**config.mk**
```make
export PLATFORM = sky130hd
export DESIGN_NAME = axi4_lite_regbank
export DESIGN_NICKNAME = d
export VERILOG_FILES = /design/src/rtl/axi4_lite_pkg.sv /design/src/rtl/axi4_lite_wr_ctrl.sv /design/src/rtl/axi4_lite_regbank.sv
export SDC_FILE = /design/constraint.sdc
export NUM_CORES = 1
export LEC_CHECK = 0
export ABC_CLOCK_PERIOD_IN_PS = 6500
export CORE_ASPECT_RATIO = 1.4
export CORE_MARGIN = 3
export CORE_UTILIZATION = 35
export CTS_CLUSTER_DIAMETER = 40
export DETAILED_ROUTE_END_ITERATION = 8
export GPL_TIMING_DRIVEN = 0
export PLACE_DENSITY_LB_ADDON = 0.08
export SLEW_MARGIN = 5
export SYNTH_ARGS = -nofsm -noshare
export SYNTH_HDL_FRONTEND = slang
export SYNTH_SLANG_ARGS = --single-unit
```
**constraint.sdc**
```tcl
create_clock -name clk -period 6.5 [get_ports clk]
set_input_delay 1.3 -clock clk [delete_from_list [all_inputs] [get_ports clk]]
set_output_delay 1.3 -clock clk [all_outputs]
set_load 0.02 [all_outputs]
```
**src/rtl/axi4_lite_pkg.sv**
```systemverilog
// Shared AXI4-Lite types: response codes, write/read FSM state encodings and
// the helper that turns the data width into the address byte-offset shift.
package axi4_lite_pkg;

    typedef enum logic [1:0] {
        OKAY   = 2'b00,
        SLVERR = 2'b10
    } resp_e;

    typedef enum logic [1:0] {
        W_IDLE,
        W_COMMIT,
        W_RESP
    } wr_state_e;

    typedef enum logic {
        R_IDLE,
        R_DATA
    } rd_state_e;

    function automatic int byteShift(input int dataWidth);
        return $clog2(dataWidth / 8);
    endfunction

endpackage

```
**src/rtl/axi4_lite_wr_ctrl.sv**
```systemverilog
// AXI4-Lite write-side controller: captures AW and W independently, then issues
// a single-cycle commit strobe with the decoded register index and error flag.
module axi4_lite_wr_ctrl
    import axi4_lite_pkg::*;
#(
    parameter int ADDR_WIDTH = 32,
    parameter int DATA_WIDTH = 32,
    parameter int NUM_REGS   = 16,
    localparam int IDX_W     = $clog2(NUM_REGS),
    localparam int STRB_W    = DATA_WIDTH / 8
) (
    input  logic                  clk,
    input  logic                  rst,
    input  logic [ADDR_WIDTH-1:0] i_awaddr,
    input  logic                  i_awvalid,
    output logic                  o_awready,
    input  logic [DATA_WIDTH-1:0] i_wdata,
    input  logic [STRB_W-1:0]     i_wstrb,
    input  logic                  i_wvalid,
    output logic                  o_wready,
    output logic [1:0]            o_bresp,
    output logic                  o_bvalid,
    input  logic                  i_bready,
    output logic                  o_commit,
    output logic                  o_err,
    output logic [IDX_W-1:0]      o_idx,
    output logic [DATA_WIDTH-1:0] o_data,
    output logic [STRB_W-1:0]     o_strb
);

    localparam int SHIFT = byteShift(DATA_WIDTH);

    wr_state_e             r_state;
    wr_state_e             w_nextState;
    logic                  r_awCaptured;
    logic                  r_wCaptured;
    logic [ADDR_WIDTH-1:0] r_addr;
    logic [DATA_WIDTH-1:0] r_data;
    logic [STRB_W-1:0]     r_strb;
    resp_e                 r_bresp;
    logic                  w_awHs;
    logic                  w_wHs;
    logic [ADDR_WIDTH-1:0] w_wordAddr;

    assign w_awHs     = i_awvalid && o_awready;
    assign w_wHs      = i_wvalid && o_wready;
    assign w_wordAddr = r_addr >> SHIFT;

    assign o_err   = (w_wordAddr >= ADDR_WIDTH'(NUM_REGS));
    assign o_idx   = w_wordAddr[IDX_W-1:0];
    assign o_data  = r_data;
    assign o_strb  = r_strb;
    assign o_bresp = r_bresp;

    always_ff @(posedge clk) begin
        if (rst) begin
            r_state <= W_IDLE;
        end else begin
            r_state <= w_nextState;
        end
    end

    // Commit as soon as both halves are held, whether they arrived together or apart.
    always_comb begin
        w_nextState = r_state;
        case (r_state)
            W_IDLE: begin
                if ((r_awCaptured || w_awHs) && (r_wCaptured || w_wHs)) begin
                    w_nextState = W_COMMIT;
                end
            end
            W_COMMIT: w_nextState = W_RESP;
            W_RESP: begin
                if (i_bready) begin
                    w_nextState = W_IDLE;
                end
            end
            default: w_nextState = W_IDLE;
        endcase
    end

    always_comb begin
        o_awready = 1'b0;
        o_wready  = 1'b0;
        o_bvalid  = 1'b0;
        o_commit  = 1'b0;
        case (r_state)
            W_IDLE: begin
                o_awready = !r_awCaptured && !rst;
                o_wready  = !r_wCaptured && !rst;
            end
            W_COMMIT: o_commit = 1'b1;
            W_RESP:   o_bvalid = 1'b1;
            default:  ;
        endcase
    end

    always_ff @(posedge clk) begin
        if (rst) begin
            r_awCaptured <= 1'b0;
            r_wCaptured  <= 1'b0;
            r_addr       <= '0;
            r_data       <= '0;
            r_strb       <= '0;
            r_bresp      <= OKAY;
        end else begin
            if (w_awHs) begin
                r_awCaptured <= 1'b1;
                r_addr       <= i_awaddr;
            end
            if (w_wHs) begin
                r_wCaptured <= 1'b1;
                r_data      <= i_wdata;
                r_strb      <= i_wstrb;
            end
            if (r_state == W_COMMIT) begin
                r_awCaptured <= 1'b0;
                r_wCaptured  <= 1'b0;
                r_bresp      <= o_err ? SLVERR : OKAY;
            end
        end
    end

endmodule

```
**src/rtl/axi4_lite_regbank.sv**
```systemverilog
// Parametrised AXI4-Lite slave register bank with independent read and write paths.
// Optional per-register write pulse output enabled by AXI4_LITE_REGBANK_WR_PULSE_EN.
module axi4_lite_regbank
    import axi4_lite_pkg::*;
#(
    parameter int ADDR_WIDTH = 32,
    parameter int DATA_WIDTH = 32,
    parameter int NUM_REGS   = 16
) (
    input  logic                           clk,
    input  logic                           rst,
    input  logic [ADDR_WIDTH-1:0]          awaddr,
    input  logic                           awvalid,
    output logic                           awready,
    input  logic [DATA_WIDTH-1:0]          wdata,
    input  logic [DATA_WIDTH/8-1:0]        wstrb,
    input  logic                           wvalid,
    output logic                           wready,
    output logic [1:0]                     bresp,
    output logic                           bvalid,
    input  logic                           bready,
    input  logic [ADDR_WIDTH-1:0]          araddr,
    input  logic                           arvalid,
    output logic                           arready,
    output logic [DATA_WIDTH-1:0]          rdata,
    output logic [1:0]                     rresp,
    output logic                           rvalid,
    input  logic                           rready,
    output logic [NUM_REGS*DATA_WIDTH-1:0] regs_o
`ifdef AXI4_LITE_REGBANK_WR_PULSE_EN
    ,
    output logic [NUM_REGS-1:0]            wr_pulse_o
`endif
);

    localparam int IDX_W  = $clog2(NUM_REGS);
    localparam int STRB_W = DATA_WIDTH / 8;
    localparam int SHIFT  = byteShift(DATA_WIDTH);

    logic                  w_commit;
    logic                  w_wrErr;
    logic [IDX_W-1:0]      w_wrIdx;
    logic [DATA_WIDTH-1:0] w_wrData;
    logic [STRB_W-1:0]     w_wrStrb;

    logic [DATA_WIDTH-1:0] r_regs [NUM_REGS];

    rd_state_e             r_rdState;
    rd_state_e             w_rdNext;
    logic [DATA_WIDTH-1:0] r_rdata;
    resp_e                 r_rresp;
    logic [ADDR_WIDTH-1:0] w_rdWordAddr;
    logic                  w_rdErr;
    logic [IDX_W-1:0]      w_rdIdx;
    logic                  w_arHs;

    axi4_lite_wr_ctrl #(
        .ADDR_WIDTH (ADDR_WIDTH),
        .DATA_WIDTH (DATA_WIDTH),
        .NUM_REGS   (NUM_REGS)
    ) u_wrCtrl (
        .clk       (clk),
        .rst       (rst),
        .i_awaddr  (awaddr),
        .i_awvalid (awvalid),
        .o_awready (awready),
        .i_wdata   (wdata),
        .i_wstrb   (wstrb),
        .i_wvalid  (wvalid),
        .o_wready  (wready),
        .o_bresp   (bresp),
        .o_bvalid  (bvalid),
        .i_bready  (bready),
        .o_commit  (w_commit),
        .o_err     (w_wrErr),
        .o_idx     (w_wrIdx),
        .o_data    (w_wrData),
        .o_strb    (w_wrStrb)
    );

    always_ff @(posedge clk) begin
        if (rst) begin
            for (int i = 0; i < NUM_REGS; i++) begin
                r_regs[i] <= '0;
            end
        end else if (w_commit && !w_wrErr) begin
            for (int b = 0; b < STRB_W; b++) begin
                if (w_wrStrb[b]) begin
                    r_regs[w_wrIdx][b*8 +: 8] <= w_wrData[b*8 +: 8];
                end
            end
        end
    end

    for (genvar gi = 0; gi < NUM_REGS; gi++) begin : g_flat
        assign regs_o[gi*DATA_WIDTH +: DATA_WIDTH] = r_regs[gi];
    end

    assign w_rdWordAddr = araddr >> SHIFT;
    assign w_rdErr      = (w_rdWordAddr >= ADDR_WIDTH'(NUM_REGS));
    assign w_rdIdx      = w_rdWordAddr[IDX_W-1:0];
    assign w_arHs       = arvalid && arready;

    always_ff @(posedge clk) begin
        if (rst) begin
            r_rdState <= R_IDLE;
        end else begin
            r_rdState <= w_rdNext;
        end
    end

    always_comb begin
        w_rdNext = r_rdState;
        case (r_rdState)
            R_IDLE: begin
                if (w_arHs) begin
                    w_rdNext = R_DATA;
                end
            end
            R_DATA: begin
                if (rready) begin
                    w_rdNext = R_IDLE;
                end
            end
            default: w_rdNext = R_IDLE;
        endcase
    end

    always_comb begin
        arready = (r_rdState == R_IDLE) && !rst;
        rvalid  = (r_rdState == R_DATA);
    end

    // Sampling r_regs here yields the pre-write value when a commit lands on the same edge.
    always_ff @(posedge clk) begin
        if (rst) begin
            r_rdata <= '0;
            r_rresp <= OKAY;
        end else if (w_arHs) begin
            r_rdata <= w_rdErr ? '0 : r_regs[w_rdIdx];
            r_rresp <= w_rdErr ? SLVERR : OKAY;
        end
    end

    assign rdata = r_rdata;
    assign rresp = r_rresp;

`ifdef AXI4_LITE_REGBANK_WR_PULSE_EN
    logic [NUM_REGS-1:0] r_wrPulse;

    always_ff @(posedge clk) begin
        if (rst) begin
            r_wrPulse <= '0;
        end else begin
            for (int i = 0; i < NUM_REGS; i++) begin
                r_wrPulse[i] <= w_commit && !w_wrErr && (w_wrIdx == IDX_W'(i));
            end
        end
    end

    assign wr_pulse_o = r_wrPulse;
`endif

endmodule

```
==> flow_metrics.env <==
export IMPL_ys_seq_elements=617
export IMPL_synth_area_leaders="edfxtp_1 (57%), dfxtp_1 (7.8%), mux4_2 (7.7%), nor2_1 (7.6%), nand2_1 (3.4%)"
export IMPL_numClockSinks=617
export IMPL_hp_class="reg2reg"
export IMPL_routedWlPerCell_um=34.5
export IMPL_drive_above_1_share=0.108
export IMPL_stdcell_count=3844
export IMPL_required_ns=5.20
export IMPL_yosys_area_top_type_share=0.574
export IMPL_drc=0
export IMPL_grt_pass1_wl_mm=176
export IMPL_synth_async_sr_flop_share=0
export IMPL_routed_wl_mm=133
export IMPL_fillers=6874
export IMPL_outcome="completed"
export IMPL_grt_max_degree=15
export IMPL_cts_buffer_depth=3
export IMPL_grt_pass1_vias=21100
export IMPL_cts_made_buffers=75
export IMPL_cts_hold_buffers_added=0
export IMPL_p_sw_frac=0.262
export IMPL_die_h_um=333
export IMPL_num_rows=119
export IMPL_post_route_period_util=0.848
export IMPL_dr_pass1_iters=5
export IMPL_gp_congestion=0.915
export IMPL_ir_drop_v=0.000188
export IMPL_clk_pin_slew_ns=0.06
export IMPL_clock_power_share=0.437
export IMPL_slowest_delay_ns=0.82
export IMPL_total_power_w=0.0100
export IMPL_slew_viol_final=0
export IMPL_yosysMostFrequentCell="nor2_1"
export IMPL_arrival_ns=4.21
export IMPL_hold_viol=0
export IMPL_die_w_um=240
export IMPL_max_cap_violations=0
export IMPL_leakage_nw=12.7
export IMPL_synth_common_cells="nor2_1 (541), edfxtp_1 (512), nand2_1 (242), clkbuf_1 (106), dfxtp_1 (105)"
export IMPL_synth_edf_count=512
export IMPL_cts_tree="done"
export IMPL_cp_start_kind="input pin"
export IMPL_insertion_delay_ns=0.64
export IMPL_fin_skew_ns=0.0221
export IMPL_setup_viol=0
export IMPL_cp_cell_sequence="clkdlybuf4s50_1, clkbuf_1, clkbuf_1, clkbuf_1, nor2_1, clkdlybuf4s50_1"
export IMPL_die_area_um2=80000
export IMPL_crit_top_cell="clkbuf_1"
export IMPL_syn_to_final_growth_pct=38.4
export IMPL_vias=21600
export IMPL_ys_seq_area_frac=0.652
export IMPL_post_cts_buffers=0
export IMPL_htreeDepth=3
export IMPL_p_switching_w=0.00263
export IMPL_synthCells=2084
export IMPL_start_util=0.354
export IMPL_critPathBufInv=5
export IMPL_finalSetupTns_ns=0
export IMPL_powerDensity_nw_per_um2=270
export IMPL_dp_cells=3704
export IMPL_core_um2=75600
export IMPL_rsz0062_at_grt="false"
export IMPL_path_max_fanout=11
export IMPL_io_pins=660
export IMPL_relSlewSlack=0.0570
export IMPL_pwr_share_seq=0.451
export IMPL_finalNetCount=2920
export IMPL_worst_pin_slew_ns=1.41
export IMPL_gr_total_overflow=0
export IMPL_cp_top_family="buffers and inverters"
export IMPL_hpwlAfterDp_mm=106
export IMPL_criticalPathCategory="in2out"
export IMPL_antenna_left=0
export IMPL_fmax_mhz=181
export IMPL_cts_resized=0
export IMPL_period_minus_slack_ns=5.51
export IMPL_antenna_found_initial=0
export IMPL_port_buffers=651
export IMPL_via_per_inst=5.63
export IMPL_first_iter_violations=2512
export IMPL_cts_root_buf="clkbuf_16"
export IMPL_yosys_warnings=0
export IMPL_endpoint_kind="output pin"
export IMPL_p_int_w=0.00740
export IMPL_slowest_stage="clkbuf_1"
export IMPL_syn_area_um2=26800
export IMPL_ys_types=38
export IMPL_synth_main_ff_cell="edfxtp_1"
export IMPL_synth_area_per_cell_um2=12.9
export IMPL_synth_top_area_cell="edfxtp_1"
export IMPL_grt_use_total=0.324
export IMPL_power_frac_comb=0.112
## power groups by stage
stage               clock (W)  sequential (W)  combinational, W
floorplan                   0         0.00469          0.000408
global placement            0         0.00459           0.00111
detailed placement          0         0.00460           0.00112
CTS                   0.00440         0.00452           0.00112
global route          0.00456         0.00453           0.00116
finish                0.00438         0.00452           0.00112
## layout by cell type, fill, tap and decap left out, types with 11 or more instances in the layout
cell and instances:
mux4_2 92, nor2b_1 11, nand3_1 29, nand2_1 242, nor4_1 21, buf_2 25, clkbuf_1 114, inv_6 13
o221ai_1 18, nor2_1 541, clkdlybuf4s50_1 651, edfxtp_1 512, a22oi_1 18, clkbuf_16 76, a32o_1 14, a21oi_1 69
mux2i_1 72, dfxtp_1 105, buf_6 36, a21o_1 64, a221oi_1 36
## metal layers
layer | track usage | part of all wire
met5 | 0 | 0
met4 | 0.133 | 0.047
met3 | 0.0682 | 0.086
met2 | 0.562 | 0.50
met1 | 0.391 | 0.37
## sequential cells by signal (all words and copies together), names as in the netlist
register               flops
u_wrCtrl.o_bresp           1
u_wrCtrl.o_data           32
u_wrCtrl.r_wCaptured       1
u_wrCtrl.r_awCaptured      1
r_regs                   512
rvalid                     1
u_wrCtrl.r_state           2
u_wrCtrl.o_strb            4
rresp                      1
rdata                     32
u_wrCtrl.r_addr           30
## per-stage QoR
| step | worst slack (ns) | utilization | area (um2) | hold slack, ns |
|---|---|---|---|---|
| finish | 0.990 | 0.490 | 37100 | 0.457 |
| global route | 0.902 | 0.490 | 37100 | 0.473 |
| CTS | 1.06 | 0.490 | 37100 | 0.458 |
| detailed placement | 1.06 | 0.457 | 34500 | 0.449 |
| global placement | 1.09 | 0.457 | 34500 | 0.444 |
| floorplan | 2.91 | - | 26800 | 0.436 |
## final cells by class
class	instances	area, um2	area share
clock buffer	86	1950	0.0525
clock inverter	53	606	0.0163
sequential	617	17500	0.471
inverter	4	15.0	0.000405
buffer	184	1040	0.0281
tap	968	1210	0.0326
antenna	1	2.50	0.0000675
timing repair buffer	651	6520	0.176
multi-input combinational	1280	8280	0.223
## tightest hold or removal path, cell delays in order, from the launching register on
cell and delay (ns):
dfxtp_1 0.31, nand2_1 0.05, a21oi_1 0.05
## worst paths after layout
| path | slack, ns | start | depth (start not counted) | end |
|---|---|---|---|---|
| worst max register to register | 3.07 | u_wrCtrl.r_addr[11]$_SDFFE_PP0P_ | 4 | r_regs[14][4]$_SDFFCE_PN0P_ |
| worst min-delay path | 0.46 | u_wrCtrl.o_data[10]$_SDFFE_PP0P_ | 2 | u_wrCtrl.o_data[10]$_SDFFE_PP0P_ |
| worst max-delay path | 0.99 | rst | 6 | arready |
| worst min register to register | 0.46 | u_wrCtrl.o_data[10]$_SDFFE_PP0P_ | 2 | u_wrCtrl.o_data[10]$_SDFFE_PP0P_ |
## logic make-up after synthesis
family,Yosys count,share of synthesized area
AND/OR/NAND/NOR,892,0.145
flip-flops,617,0.652
buffers and inverters,188,0.0394
other,1,0.000140
multiplexers,164,0.104
AO/OA/AOI/OAI,222,0.0595
Note: power is estimated with default switching activity, not from simulation.
